[src/rtl/mc_pkg.sv]
// Shared opcodes, instruction field positions, FSM state type and the immediate
// sign-extension helper for the mc_core_p processor.
package mc_pkg;

  typedef enum logic [2:0] {
    StFetch,
    StDecode,
    StExec,
    StMem,
    StHalt
  } state_e;

  localparam logic [3:0] OpSys = 4'h0;
  localparam logic [3:0] OpLi  = 4'h1;
  localparam logic [3:0] OpAdd = 4'h2;
  localparam logic [3:0] OpSub = 4'h3;
  localparam logic [3:0] OpAnd = 4'h4;
  localparam logic [3:0] OpOr  = 4'h5;
  localparam logic [3:0] OpXor = 4'h6;
  localparam logic [3:0] OpShr = 4'h7;
  localparam logic [3:0] OpLd  = 4'h8;
  localparam logic [3:0] OpSt  = 4'h9;
  localparam logic [3:0] OpJz  = 4'hA;
  localparam logic [3:0] OpJr  = 4'hB;

  localparam int unsigned OpMsb  = 15;
  localparam int unsigned OpLsb  = 12;
  localparam int unsigned ImmMsb = 11;
  localparam int unsigned ImmLsb = 4;
  localparam int unsigned RsMsb  = 7;
  localparam int unsigned RsLsb  = 4;
  localparam int unsigned RdMsb  = 3;
  localparam int unsigned RdLsb  = 0;

  // Wide result; callers truncate to the register or pc width with a size cast.
  function automatic logic [63:0] sext8(input logic [7:0] v);
    return {{56{v[7]}}, v};
  endfunction

endpackage

[src/rtl/mc_core_p_if.sv]
// Instruction and data memory req/ack buses of mc_core_p; the core is the master.
interface mc_core_p_if #(
    parameter int unsigned WIDTH   = 16,
    parameter int unsigned IADDR_W = 16,
    parameter int unsigned DADDR_W = 16
);
    logic               imem_req;
    logic [IADDR_W-1:0] imem_addr;
    logic               imem_ack;
    logic [15:0]        imem_rdata;
    logic               dmem_req;
    logic               dmem_we;
    logic [DADDR_W-1:0] dmem_addr;
    logic [WIDTH-1:0]   dmem_wdata;
    logic               dmem_ack;
    logic [WIDTH-1:0]   dmem_rdata;

    modport master (
        output imem_req, imem_addr,
        input  imem_ack, imem_rdata,
        output dmem_req, dmem_we, dmem_addr, dmem_wdata,
        input  dmem_ack, dmem_rdata
    );

    modport slave (
        input  imem_req, imem_addr,
        output imem_ack, imem_rdata,
        input  dmem_req, dmem_we, dmem_addr, dmem_wdata,
        output dmem_ack, dmem_rdata
    );
endinterface

[src/rtl/mc_alu.sv]
// Combinational ALU for the register-register ops of mc_core_p.
module mc_alu
    import mc_pkg::*;
#(
    parameter int unsigned WIDTH = 16
) (
    input  logic [3:0]       op_i,
    input  logic [WIDTH-1:0] a_i,
    input  logic [WIDTH-1:0] b_i,
    output logic [WIDTH-1:0] y_o
);
    localparam int unsigned ShW = $clog2(WIDTH);

    always_comb begin
        y_o = a_i;
        case (op_i)
            OpAdd:   y_o = a_i + b_i;
            OpSub:   y_o = a_i - b_i;
            OpAnd:   y_o = a_i & b_i;
            OpOr:    y_o = a_i | b_i;
            OpXor:   y_o = a_i ^ b_i;
            OpShr:   y_o = a_i >> b_i[ShW-1:0];
            default: y_o = a_i;
        endcase
    end
endmodule

[src/rtl/mc_core_p.sv]
// Multi-cycle 16-bit-instruction core: FETCH -> DECODE -> EXEC | MEM | HALT,
// with req/ack instruction and data memory ports.
module mc_core_p
    import mc_pkg::*;
#(
    parameter int unsigned WIDTH   = 16,
    parameter int unsigned NREGS   = 8,
    parameter int unsigned IADDR_W = 16,
    parameter int unsigned DADDR_W = 16
) (
    input  logic        clk,
    input  logic        reset,
    mc_core_p_if.master bus,
    output logic        halt,
    output logic        illegal,
    output logic [7:0]  sys_code
);
    localparam int unsigned RidxW = (NREGS > 1) ? $clog2(NREGS) : 1;

    state_e             state_q, state_d;
    logic [IADDR_W-1:0] pc_q, pc_d;
    logic [15:0]        ir_q, ir_d;
    logic [WIDTH-1:0]   a_q, a_d;
    logic [WIDTH-1:0]   b_q, b_d;
    logic [WIDTH-1:0]   regs_q [NREGS];
    logic [WIDTH-1:0]   regs_d [NREGS];
    logic               halt_q, halt_d;
    logic               illegal_q, illegal_d;
    logic [7:0]         sys_code_q, sys_code_d;

    logic [3:0]       op, rd, rs;
    logic [7:0]       imm8;
    logic [RidxW-1:0] rd_idx, rs_idx;
    logic             uses_s, bad_op, bad_reg;
    logic [WIDTH-1:0] alu_y;

    assign op     = ir_q[OpMsb:OpLsb];
    assign imm8   = ir_q[ImmMsb:ImmLsb];
    assign rs     = ir_q[RsMsb:RsLsb];
    assign rd     = ir_q[RdMsb:RdLsb];
    assign rd_idx = rd[RidxW-1:0];
    assign rs_idx = rs[RidxW-1:0];

    // Only fields the opcode actually reads are range-checked; sys reads none.
    assign uses_s  = (op inside {OpAdd, OpSub, OpAnd, OpOr, OpXor, OpShr, OpLd, OpSt});
    assign bad_op  = (op >= 4'hC);
    assign bad_reg = ((op != OpSys) && (32'(rd) >= NREGS)) || (uses_s && (32'(rs) >= NREGS));

    mc_alu #(
        .WIDTH (WIDTH)
    ) u_alu (
        .op_i (op),
        .a_i  (a_q),
        .b_i  (b_q),
        .y_o  (alu_y)
    );

    always_comb begin
        state_d    = state_q;
        pc_d       = pc_q;
        ir_d       = ir_q;
        a_d        = a_q;
        b_d        = b_q;
        regs_d     = regs_q;
        halt_d     = halt_q;
        illegal_d  = illegal_q;
        sys_code_d = sys_code_q;
        unique case (state_q)
            StFetch: begin
                if (bus.imem_ack) begin
                    ir_d    = bus.imem_rdata;
                    pc_d    = pc_q + IADDR_W'(1);
                    state_d = StDecode;
                end
            end
            StDecode: begin
                a_d = regs_q[rd_idx];
                b_d = regs_q[rs_idx];
                if (bad_op || bad_reg) begin
                    halt_d    = 1'b1;
                    illegal_d = 1'b1;
                    state_d   = StHalt;
                end else if (op == OpSys) begin
                    halt_d     = 1'b1;
                    sys_code_d = imm8;
                    state_d    = StHalt;
                end else if (op == OpLd || op == OpSt) begin
                    state_d = StMem;
                end else begin
                    state_d = StExec;
                end
            end
            StExec: begin
                case (op)
                    OpLi: regs_d[rd_idx] = WIDTH'(sext8(imm8));
                    OpAdd, OpSub, OpAnd, OpOr, OpXor, OpShr: regs_d[rd_idx] = alu_y;
                    OpJz: if (a_q == '0) pc_d = pc_q + IADDR_W'(sext8(imm8));
                    OpJr: pc_d = IADDR_W'(a_q);
                    default: ;
                endcase
                state_d = StFetch;
            end
            StMem: begin
                if (bus.dmem_ack) begin
                    if (op == OpLd) regs_d[rd_idx] = bus.dmem_rdata;
                    state_d = StFetch;
                end
            end
            StHalt: ;
            default: state_d = StFetch;
        endcase
    end

    always_ff @(posedge clk or posedge reset) begin
        if (reset) begin
            state_q    <= StFetch;
            pc_q       <= '0;
            ir_q       <= '0;
            a_q        <= '0;
            b_q        <= '0;
            regs_q     <= '{default: '0};
            halt_q     <= 1'b0;
            illegal_q  <= 1'b0;
            sys_code_q <= '0;
        end else begin
            state_q    <= state_d;
            pc_q       <= pc_d;
            ir_q       <= ir_d;
            a_q        <= a_d;
            b_q        <= b_d;
            regs_q     <= regs_d;
            halt_q     <= halt_d;
            illegal_q  <= illegal_d;
            sys_code_q <= sys_code_d;
        end
    end

    // Requests are gated by reset so an in-flight access drops in the same cycle.
    assign bus.imem_req   = (state_q == StFetch) && !reset;
    assign bus.imem_addr  = pc_q;
    assign bus.dmem_req   = (state_q == StMem) && !reset;
    assign bus.dmem_we    = (op == OpSt);
    assign bus.dmem_addr  = DADDR_W'(b_q);
    assign bus.dmem_wdata = a_q;

    assign halt     = halt_q;
    assign illegal  = illegal_q;
    assign sys_code = sys_code_q;
endmodule

[src/flat_wrapper.sv]
// flat-port wrapper written by rule: the top's interface ports become plain ports
module mc_core_p_flat import mc_pkg::*;
#(
    parameter int unsigned WIDTH   = 16,
    parameter int unsigned NREGS   = 8,
    parameter int unsigned IADDR_W = 16,
    parameter int unsigned DADDR_W = 16
)
  (clk, reset, halt, illegal, sys_code, bus_imem_req, bus_imem_addr, bus_imem_ack, bus_imem_rdata, bus_dmem_req, bus_dmem_we, bus_dmem_addr, bus_dmem_wdata, bus_dmem_ack, bus_dmem_rdata);
  mc_core_p_if #(.WIDTH(WIDTH), .IADDR_W(IADDR_W), .DADDR_W(DADDR_W)) bus_i ();
  input  logic clk;
  input  logic reset;
  output logic halt;
  output logic illegal;
  output logic [7:0] sys_code;
  output wire logic [$bits(bus_i.imem_req)-1:0] bus_imem_req;
  output wire logic [$bits(bus_i.imem_addr)-1:0] bus_imem_addr;
  input wire logic [$bits(bus_i.imem_ack)-1:0] bus_imem_ack;
  input wire logic [$bits(bus_i.imem_rdata)-1:0] bus_imem_rdata;
  output wire logic [$bits(bus_i.dmem_req)-1:0] bus_dmem_req;
  output wire logic [$bits(bus_i.dmem_we)-1:0] bus_dmem_we;
  output wire logic [$bits(bus_i.dmem_addr)-1:0] bus_dmem_addr;
  output wire logic [$bits(bus_i.dmem_wdata)-1:0] bus_dmem_wdata;
  input wire logic [$bits(bus_i.dmem_ack)-1:0] bus_dmem_ack;
  input wire logic [$bits(bus_i.dmem_rdata)-1:0] bus_dmem_rdata;
  assign bus_imem_req = bus_i.imem_req;
  assign bus_imem_addr = bus_i.imem_addr;
  assign bus_i.imem_ack = bus_imem_ack;
  assign bus_i.imem_rdata = bus_imem_rdata;
  assign bus_dmem_req = bus_i.dmem_req;
  assign bus_dmem_we = bus_i.dmem_we;
  assign bus_dmem_addr = bus_i.dmem_addr;
  assign bus_dmem_wdata = bus_i.dmem_wdata;
  assign bus_i.dmem_ack = bus_dmem_ack;
  assign bus_i.dmem_rdata = bus_dmem_rdata;
  mc_core_p #(.WIDTH(WIDTH), .NREGS(NREGS), .IADDR_W(IADDR_W), .DADDR_W(DADDR_W)) u_core (.clk(clk), .reset(reset), .bus(bus_i), .halt(halt), .illegal(illegal), .sys_code(sys_code));
endmodule
[config.mk]
export PLATFORM = sky130hd
export DESIGN_NAME = mc_core_p_flat
export DESIGN_NICKNAME = d
export VERILOG_FILES = /design/src/rtl/mc_pkg.sv /design/src/rtl/mc_core_p_if.sv /design/src/rtl/mc_alu.sv /design/src/rtl/mc_core_p.sv /design/src/flat_wrapper.sv
export SDC_FILE = /design/constraint.sdc
export NUM_CORES = 1
export LEC_CHECK = 0
export ABC_CLOCK_PERIOD_IN_PS = 6700
export CAP_MARGIN = 20
export CORE_MARGIN = 5
export CORE_UTILIZATION = 50
export DETAILED_ROUTE_END_ITERATION = 10
export PLACE_DENSITY = 0.72
export SLEW_MARGIN = 30
export SYNTH_ARGS = -nofsm -noshare
export SYNTH_HDL_FRONTEND = slang
export SYNTH_SLANG_ARGS = --single-unit
[constraint.sdc]
create_clock -name clk -period 6.7 [get_ports clk]
set_input_delay 1.005 -clock clk [delete_from_list [all_inputs] [get_ports clk]]
set_output_delay 1.005 -clock clk [all_outputs]
set_load 0.01 [all_outputs]
# Word level (Yosys, flattened, before mapping)
# Cells that the tools add are included.
# totals
reg_bits	205
elab_cells	108
# classes
add_sub_neg	4
n_eq_ne	21
n_mux	28
n_bitwise	7
n_shift	1
order_cmp	6
n_reduce_logical	25
# op_table
operator	count
$pmux W128 S2	2
$bwmux W128	3
$mux W128	2
$mux W16	7
$bmux W16 S3	2
$pmux W16 S6	1
$pmux W16 S2	2
$demux W16 S3	1
$add A16 B16 Y16	2
$ge A4 B4 Y1 const B	5
$add A16 B1 Y16 const B	1
$and A16 B16 Y16	1
$eq A4 B3 Y1 const B	4
$eq A4 B4 Y1 const B	4
$logic_not A16 Y1	1
$or A16 B16 Y16	1
$shr A16 B4 Y16	1
$sub A16 B16 Y16	1
$xor A16 B16 Y16	1
$mux W3	4
$pmux W3 S4	1
$eq A4 B2 Y1 const B	2
$not A3 Y4	2
$reduce_and A4 Y1	2
22 further kinds	39

# Depth between registers and ports, before layout
# depth
depth_word	9
depth_mapped	16

# Hierarchy
# Synthesis repeated with hierarchy kept, for this count alone.
# hier_totals
cells_unflattened	1549
area_unflattened_um2	14000.9
# modules_own_cells
mod	n_inst	area_each_um2	seq_area_each_um2	cells_per_inst
mc_core_p	1	11048.1	5129.9	1128
mc_alu	1	2952.8	0.0	421

# Least setup slack after synthesis
# OpenSTA, ideal clock, no wires.
# synth_timing
path_kind	register to register
from	reg u_core.b_q[1], in the netlist u_core.bus.dmem_addr[1]
to	reg u_core.regs_q[13] in the netlist's numbering
stages_incl_launch_ff	15
arrival_time_ps	3274
setup_slack_ps	3297
setup_ps	130
cell_sequence	dfrtp_1 buf_4 buf_4 inv_1 ha_1 a41oi_1 xnor2_1 ha_1 a21o_1 a31oi_1 o21ai_0 o31a_1 or3_1 a31oi_4 o21ai_1
# synth_between
elab_chain_len	5
# synth_lines
item	line_no	rtl
start: declaration	mc_core_p.sv:24	logic [WIDTH-1:0] b_q, b_d;
start signal: assignment	mc_core_p.sv:120	b_q <= '0;
start signal: assignment	mc_core_p.sv:130	b_q <= b_d;
$sub A16 B16 Y16, or another cell as far along	mc_alu.sv:18	OpSub: y_o = a_i - b_i;
$pmux W16 S6 (*)	mc_alu.sv:16	case (op_i)
$bwmux W128 (*)	mc_core_p.sv:96	OpAdd, OpSub, OpAnd, OpOr, OpXor, OpShr: regs_d[rd_idx] = alu_y;
$pmux W128 S2 (*)	mc_core_p.sv:94	case (op)
$pmux W128 S2 (*)	mc_core_p.sv:68	unique case (state_q)
end signal: assignment	mc_core_p.sv:131	regs_q <= regs_d;
end: declaration	mc_core_p.sv:25	logic [WIDTH-1:0] regs_q [NREGS];
# Every way passes the cells marked *; elsewhere a longest branch is shown, timed or not.
# A chain may end at the register's enable or synchronous reset.

# Final worst setup path
# layout_timing
from	reg u_core.ir_q[12]
to	reg u_core.regs_q[90] in the netlist's numbering
# layout_between
elab_chain_len	5
# layout_lines
item	line_no	rtl
start: declaration	mc_core_p.sv:22	logic [15:0] ir_q, ir_d;
start signal: assignment	mc_core_p.sv:128	ir_q <= ir_d;
$eq A4 B3 Y1 or $eq A4 B2 Y1 (tied branches)	mc_alu.sv:16, mc_core_p.sv:94	
$pmux W16 S6	mc_alu.sv:16	
$bwmux W128	mc_core_p.sv:96	
$pmux W128 S2	mc_core_p.sv:94	
$pmux W128 S2	mc_core_p.sv:68	
# Several ways; a longest one is shown, not always the timed one.

==> metrics.md <==
| Metric | Value |
|---|---|
| Status | finished, final reports clean |
| Clock slew seen by the registers of the worst setup and hold paths | 0.06 ns |
| Worst setup slack after layout | 2.578 ns |
| Number of inserted diodes | 0 |
| Combined global-route utilization of all metal layers | 0.2945 |
| Number of buffer cells added on primary ports | 96 |
| Synthesized-area fraction occupied by and/or/nand/nor cells | 0.1512 |
| Share of total power consumed by net switching | 0.4909 |
| MaxCap Viol Count | 0 |
| Worst reg2reg path endpoint | u_core.regs_q[90] |
| Kind of start point of the critical path | flip-flop |
| Post-synthesis share of cell area spent on full adders, half adders and majority gates | 0.05801 |
| Syn. warnings | 0 |
| Time the worst path needs with I/O delays and setup | approximately 4.1 ns |
| Worst Hold Class | flip-flop to flip-flop |
| Worst R2R Path Depth | 13 |
| Initial Utilization | 0.5050 |
| Number of nets in the finished design | 1,703 |
| Netlist area before placement | 0.01449 mm2 |
| Flop2flop setup slack | roughly 2.6 ns |
| Synthesized area per cell | 9.327 um2 |
| Clk network pwr share | 0.140 |
| Post-Synthesis Cells | 1,554 |
| H-tree level count | 1 |
| Design internal power | 4.772 mW |
| Core area | 0.02870 mm2 |
| Least-Margin Pin Slew | 1.012 ns |
| Compound-Gate Fraction of Synth Area | 0.1982 |
| Placed cell count | 1,959 |
| Post-synth net total | 1,656 |
| Unrepaired setup endpoints after global routing | no |
| Worst setup timing slack at the placement stage | 2.752 ns |
| Remaining global-route overflow | 0 |
| CTS Sinks | between 200 and 250 |
| Power per standard cell area | 566.6 mW/mm2 |
| Launching element of the worst setup path | u_core.ir_q[12] |
| Count of antenna-violating nets left after detailed routing | 0 |
| Highest clock rate | roughly 240 MHz |
| Number of stages on the worst hold path | 1 |
| Static leakage | 6.997 nW |
| Post-synth top flop | sky130_fd_sc_hd__dfrtp_1 |
| Count of final setup violators | 0 |
| Number of buffers added by the clock tree synthesis step | 24 |
| CP Data Required Time | about 7.2 ns |
| Hold Path Origin | u_core.halt |
| R2R Path Start | u_core.ir_q[12] |
| XOR/XNOR Fraction of Synth Area | 0.01934 |
| Vias in the first global route | roughly 13,000 |
| Number of antenna violations at the first check in global routing | 2 |
| Portion of total power attributed to sequential cells | 0.266 |
| Post-synthesis register bit count | 205 |
| Count of unresolved DRC violations after routing | 0 |
| Number of cells in the finished layout apart from fillers | 2,002 |
| Horizontal extent of the die | ~180 um |
| Estimated wirelength of the detail-placed design | about 35,000 um |
| Synth cell types | 87 |
| Multiplexer fraction of the synthesized cell area | 0.1746 |
| Most common cell after layout, fill and taps aside | sky130_fd_sc_hd__dfrtp_1 |
| Largest net degree at the start of global routing | 148 |
| Std-Cell Rows | 62 |
| Pins Over Slew Limit | 0 |
| Cell chosen for the clock root | sky130_fd_sc_hd__clkbuf_16 |
| Main combinational cell family by area after synthesis | compound AO/OA/AOI/OAI gates |
| Top library cells by usage in the layout, fill and taps aside | sky130_fd_sc_hd__dfrtp_1 (202), sky130_fd_sc_hd__nand2_1 (187), sky130_fd_sc_hd__a21oi_1 (124) |
| Total Wirelength | slightly below 50,000 um |
| VDD IR-drop max | about 220 uV |
| Accumulated negative setup slack | 0 ns |
| Number of enable flip-flop cells after synthesis | 0 |
| Async set-or-reset flop fraction in the synthesized netlist | 1.000 |
| Final hold violation count | 0 |
| Relative contribution of combinational cells to total power | 0.594 |
| Clock latency at the later pin of the worst-skew pair | 0.52 ns |
| Worst-case clock buffer depth | 3 |
| Number of design-rule violations left by the first detailed-router iteration | between 1,500 and 2,000 |
| Power dissipated by switching net loads | 4.600 mW |
| Routed length per placed instance | 24.75 um |
| Vias per inst | 6.622 |
| Max transition margin | 0.3219 |
| Post-Route Skew | 0.01720 ns |
| Sequential fraction of the synthesis area | 0.3539 |
| Number of setup buffers added after CTS | 0 |
| Die area | 0.03249 mm2 |
| Fin crit share | 0.6152 |
| Wire length of the first global-routing pass | 76,220 um |
| Total via count in the routed design | 13,257 |
| CP Max Fanout | 34 |
| Final GP Congestion | roughly 1 |
| Clock tree from TritonCTS | built |
| Final design utilization | 0.5762 |
| Arrival time at the worst endpoint | between 4 and 5 ns |
| Type of destination of the critical path | flip-flop |
| Number of buffers inserted by hold repair at cts | 0 |
| Chip height | 180.3 um |
| Number of placed I/O pins | 97 |
| # resized after CTS | 0 |
| Layout cell share with drive strength beyond 1 | 0.1428 |
| Length of the first detailed-routing pass in iterations | 6 |
| Area Growth Syn to Fin | 14.11% |
| Kind of critical path | flip-flop to flip-flop |
| Worst Hold Endpoint | u_core.halt |
## state kept, by name (all words and copies together) (netlist names)
signal,cells
u_core.illegal,1
u_core.bus.dmem_wdata,16
u_core.sys_code,8
u_core.halt,1
u_core.ir_q,16
u_core.bus.dmem_addr,16
u_core.regs_q,128
u_core.state_q,3
u_core.bus.imem_addr,16
## through the flow
stage | hold slack, ns | area, um2 | total power [mW]
finish | 0.4979 | 16540 | 9.372
global placement | 0.4816 | 15710 | 7.782
global route | 0.5070 | 16540 | 9.944
CTS | 0.5016 | 16530 | 9.237
detailed placement | 0.4881 | 15730 | 7.890
floorplan | 0.4598 | 14490 | 6.083
## how the worst max path moves through the flow
stage                               to  slack, ns  cells past startpoint
2_1_floorplan  u_core.bus.dmem_addr[0]        0.1                      1
3_3_place_gp        u_core.regs_q[106]       2.56                     13
3_5_place_dp         u_core.regs_q[83]       2.75                      6
4_1_cts              u_core.regs_q[90]       2.74                     13
5_1_grt              u_core.regs_q[41]       2.40                     14
6_report             u_core.regs_q[90]       2.58                     13
## synth_stat cells (9+ instances only)
cell                       count  share of area
sky130_fd_sc_hd__inv_1        53          0.014
sky130_fd_sc_hd__a31oi_1      24          0.010
sky130_fd_sc_hd__o21ai_1      24         0.0083
sky130_fd_sc_hd__nor3_1       14         0.0048
sky130_fd_sc_hd__mux2i_1      56          0.039
sky130_fd_sc_hd__o31ai_1      11         0.0057
sky130_fd_sc_hd__ha_1         64          0.055
sky130_fd_sc_hd__and3_1       29          0.013
sky130_fd_sc_hd__o22ai_1      19         0.0082
sky130_fd_sc_hd__nor2_1      110          0.028
sky130_fd_sc_hd__a211oi_1     11         0.0057
sky130_fd_sc_hd__dfrtp_1     205           0.35
sky130_fd_sc_hd__a221oi_1     12         0.0073
sky130_fd_sc_hd__nor3b_1       9         0.0047
sky130_fd_sc_hd__clkbuf_1     54          0.014
sky130_fd_sc_hd__a21o_1       14         0.0073
sky130_fd_sc_hd__buf_2        29          0.010
sky130_fd_sc_hd__nand2b_1     14         0.0060
sky130_fd_sc_hd__o21ai_0     101          0.035
sky130_fd_sc_hd__a221o_1      15          0.010
sky130_fd_sc_hd__xnor2_1      26          0.016
sky130_fd_sc_hd__mux2_2       79          0.061
sky130_fd_sc_hd__buf_1        11         0.0028
sky130_fd_sc_hd__a21oi_1     124          0.043
sky130_fd_sc_hd__o211ai_1     12         0.0062
sky130_fd_sc_hd__mux4_2       48          0.075
sky130_fd_sc_hd__nand3_1      39          0.013
sky130_fd_sc_hd__or3_1         9         0.0039
sky130_fd_sc_hd__nor2b_1      12         0.0052
sky130_fd_sc_hd__a22oi_1      14         0.0073
sky130_fd_sc_hd__nand2_1     188          0.049
## critical path, cell delays in order, from the launching register on
cell and delay, ns:
sky130_fd_sc_hd__dfrtp_1 0.32, sky130_fd_sc_hd__buf_4 0.34, sky130_fd_sc_hd__nand2_1 0.16, sky130_fd_sc_hd__nor3_2 0.55
sky130_fd_sc_hd__nor2_1 0.12, sky130_fd_sc_hd__xnor2_1 0.16, sky130_fd_sc_hd__ha_1 0.34, sky130_fd_sc_hd__nor2b_1 0.16
sky130_fd_sc_hd__o31a_1 0.31, sky130_fd_sc_hd__o21ai_1 0.21, sky130_fd_sc_hd__nand3_1 0.17, sky130_fd_sc_hd__xnor2_1 0.17
sky130_fd_sc_hd__o2bb2ai_1 0.75, sky130_fd_sc_hd__a221o_1 0.27
## cell type report
class / instances / area [um2]
Tap cell: 384 / 480.5
Fill cell: 2535 / 12160
Inverter: 60 / 237.7
Clock buffer: 34 / 719.4
Sequential cell: 205 / 5134
Timing Repair Buffer: 119 / 1134
Clock inverter: 9 / 75.07
Multi-Input combinational cell: 1191 / 8760
## logic make-up after synthesis
logic type	after synthesis
simple gates	464
compound gates	446
flops	205
mux	183
buf+inv	158
fa+ha+maj	66
xor+xnor	32
## layer usage
| metal | track usage | share of wire | up-vias |
|---|---|---|---|
| li1 | - | - | 5852 |
| met1 | 0.3962 | 0.40 | 6467 |
| met2 | 0.4545 | 0.45 | 753 |
| met3 | 0.07489 | 0.10 | 181 |
| met4 | 0.1270 | 0.049 | 4 |
| met5 | 0 | 0.00057 | - |
## power by group through the flow
| stage | registers [mW] | clock network [mW] | logic [mW] |
|---|---|---|---|
| 2_1_floorplan | 2.19 | 0 | 3.90 |
| 3_3_place_gp | 2.45 | 0 | 5.33 |
| 3_5_place_dp | 2.48 | 0 | 5.41 |
| 4_1_cts | 2.46 | 1.32 | 5.45 |
| 5_1_grt | 2.54 | 1.38 | 6.03 |
| 6_report | 2.49 | 1.31 | 5.57 |
(Power assumes the default switching activity.)
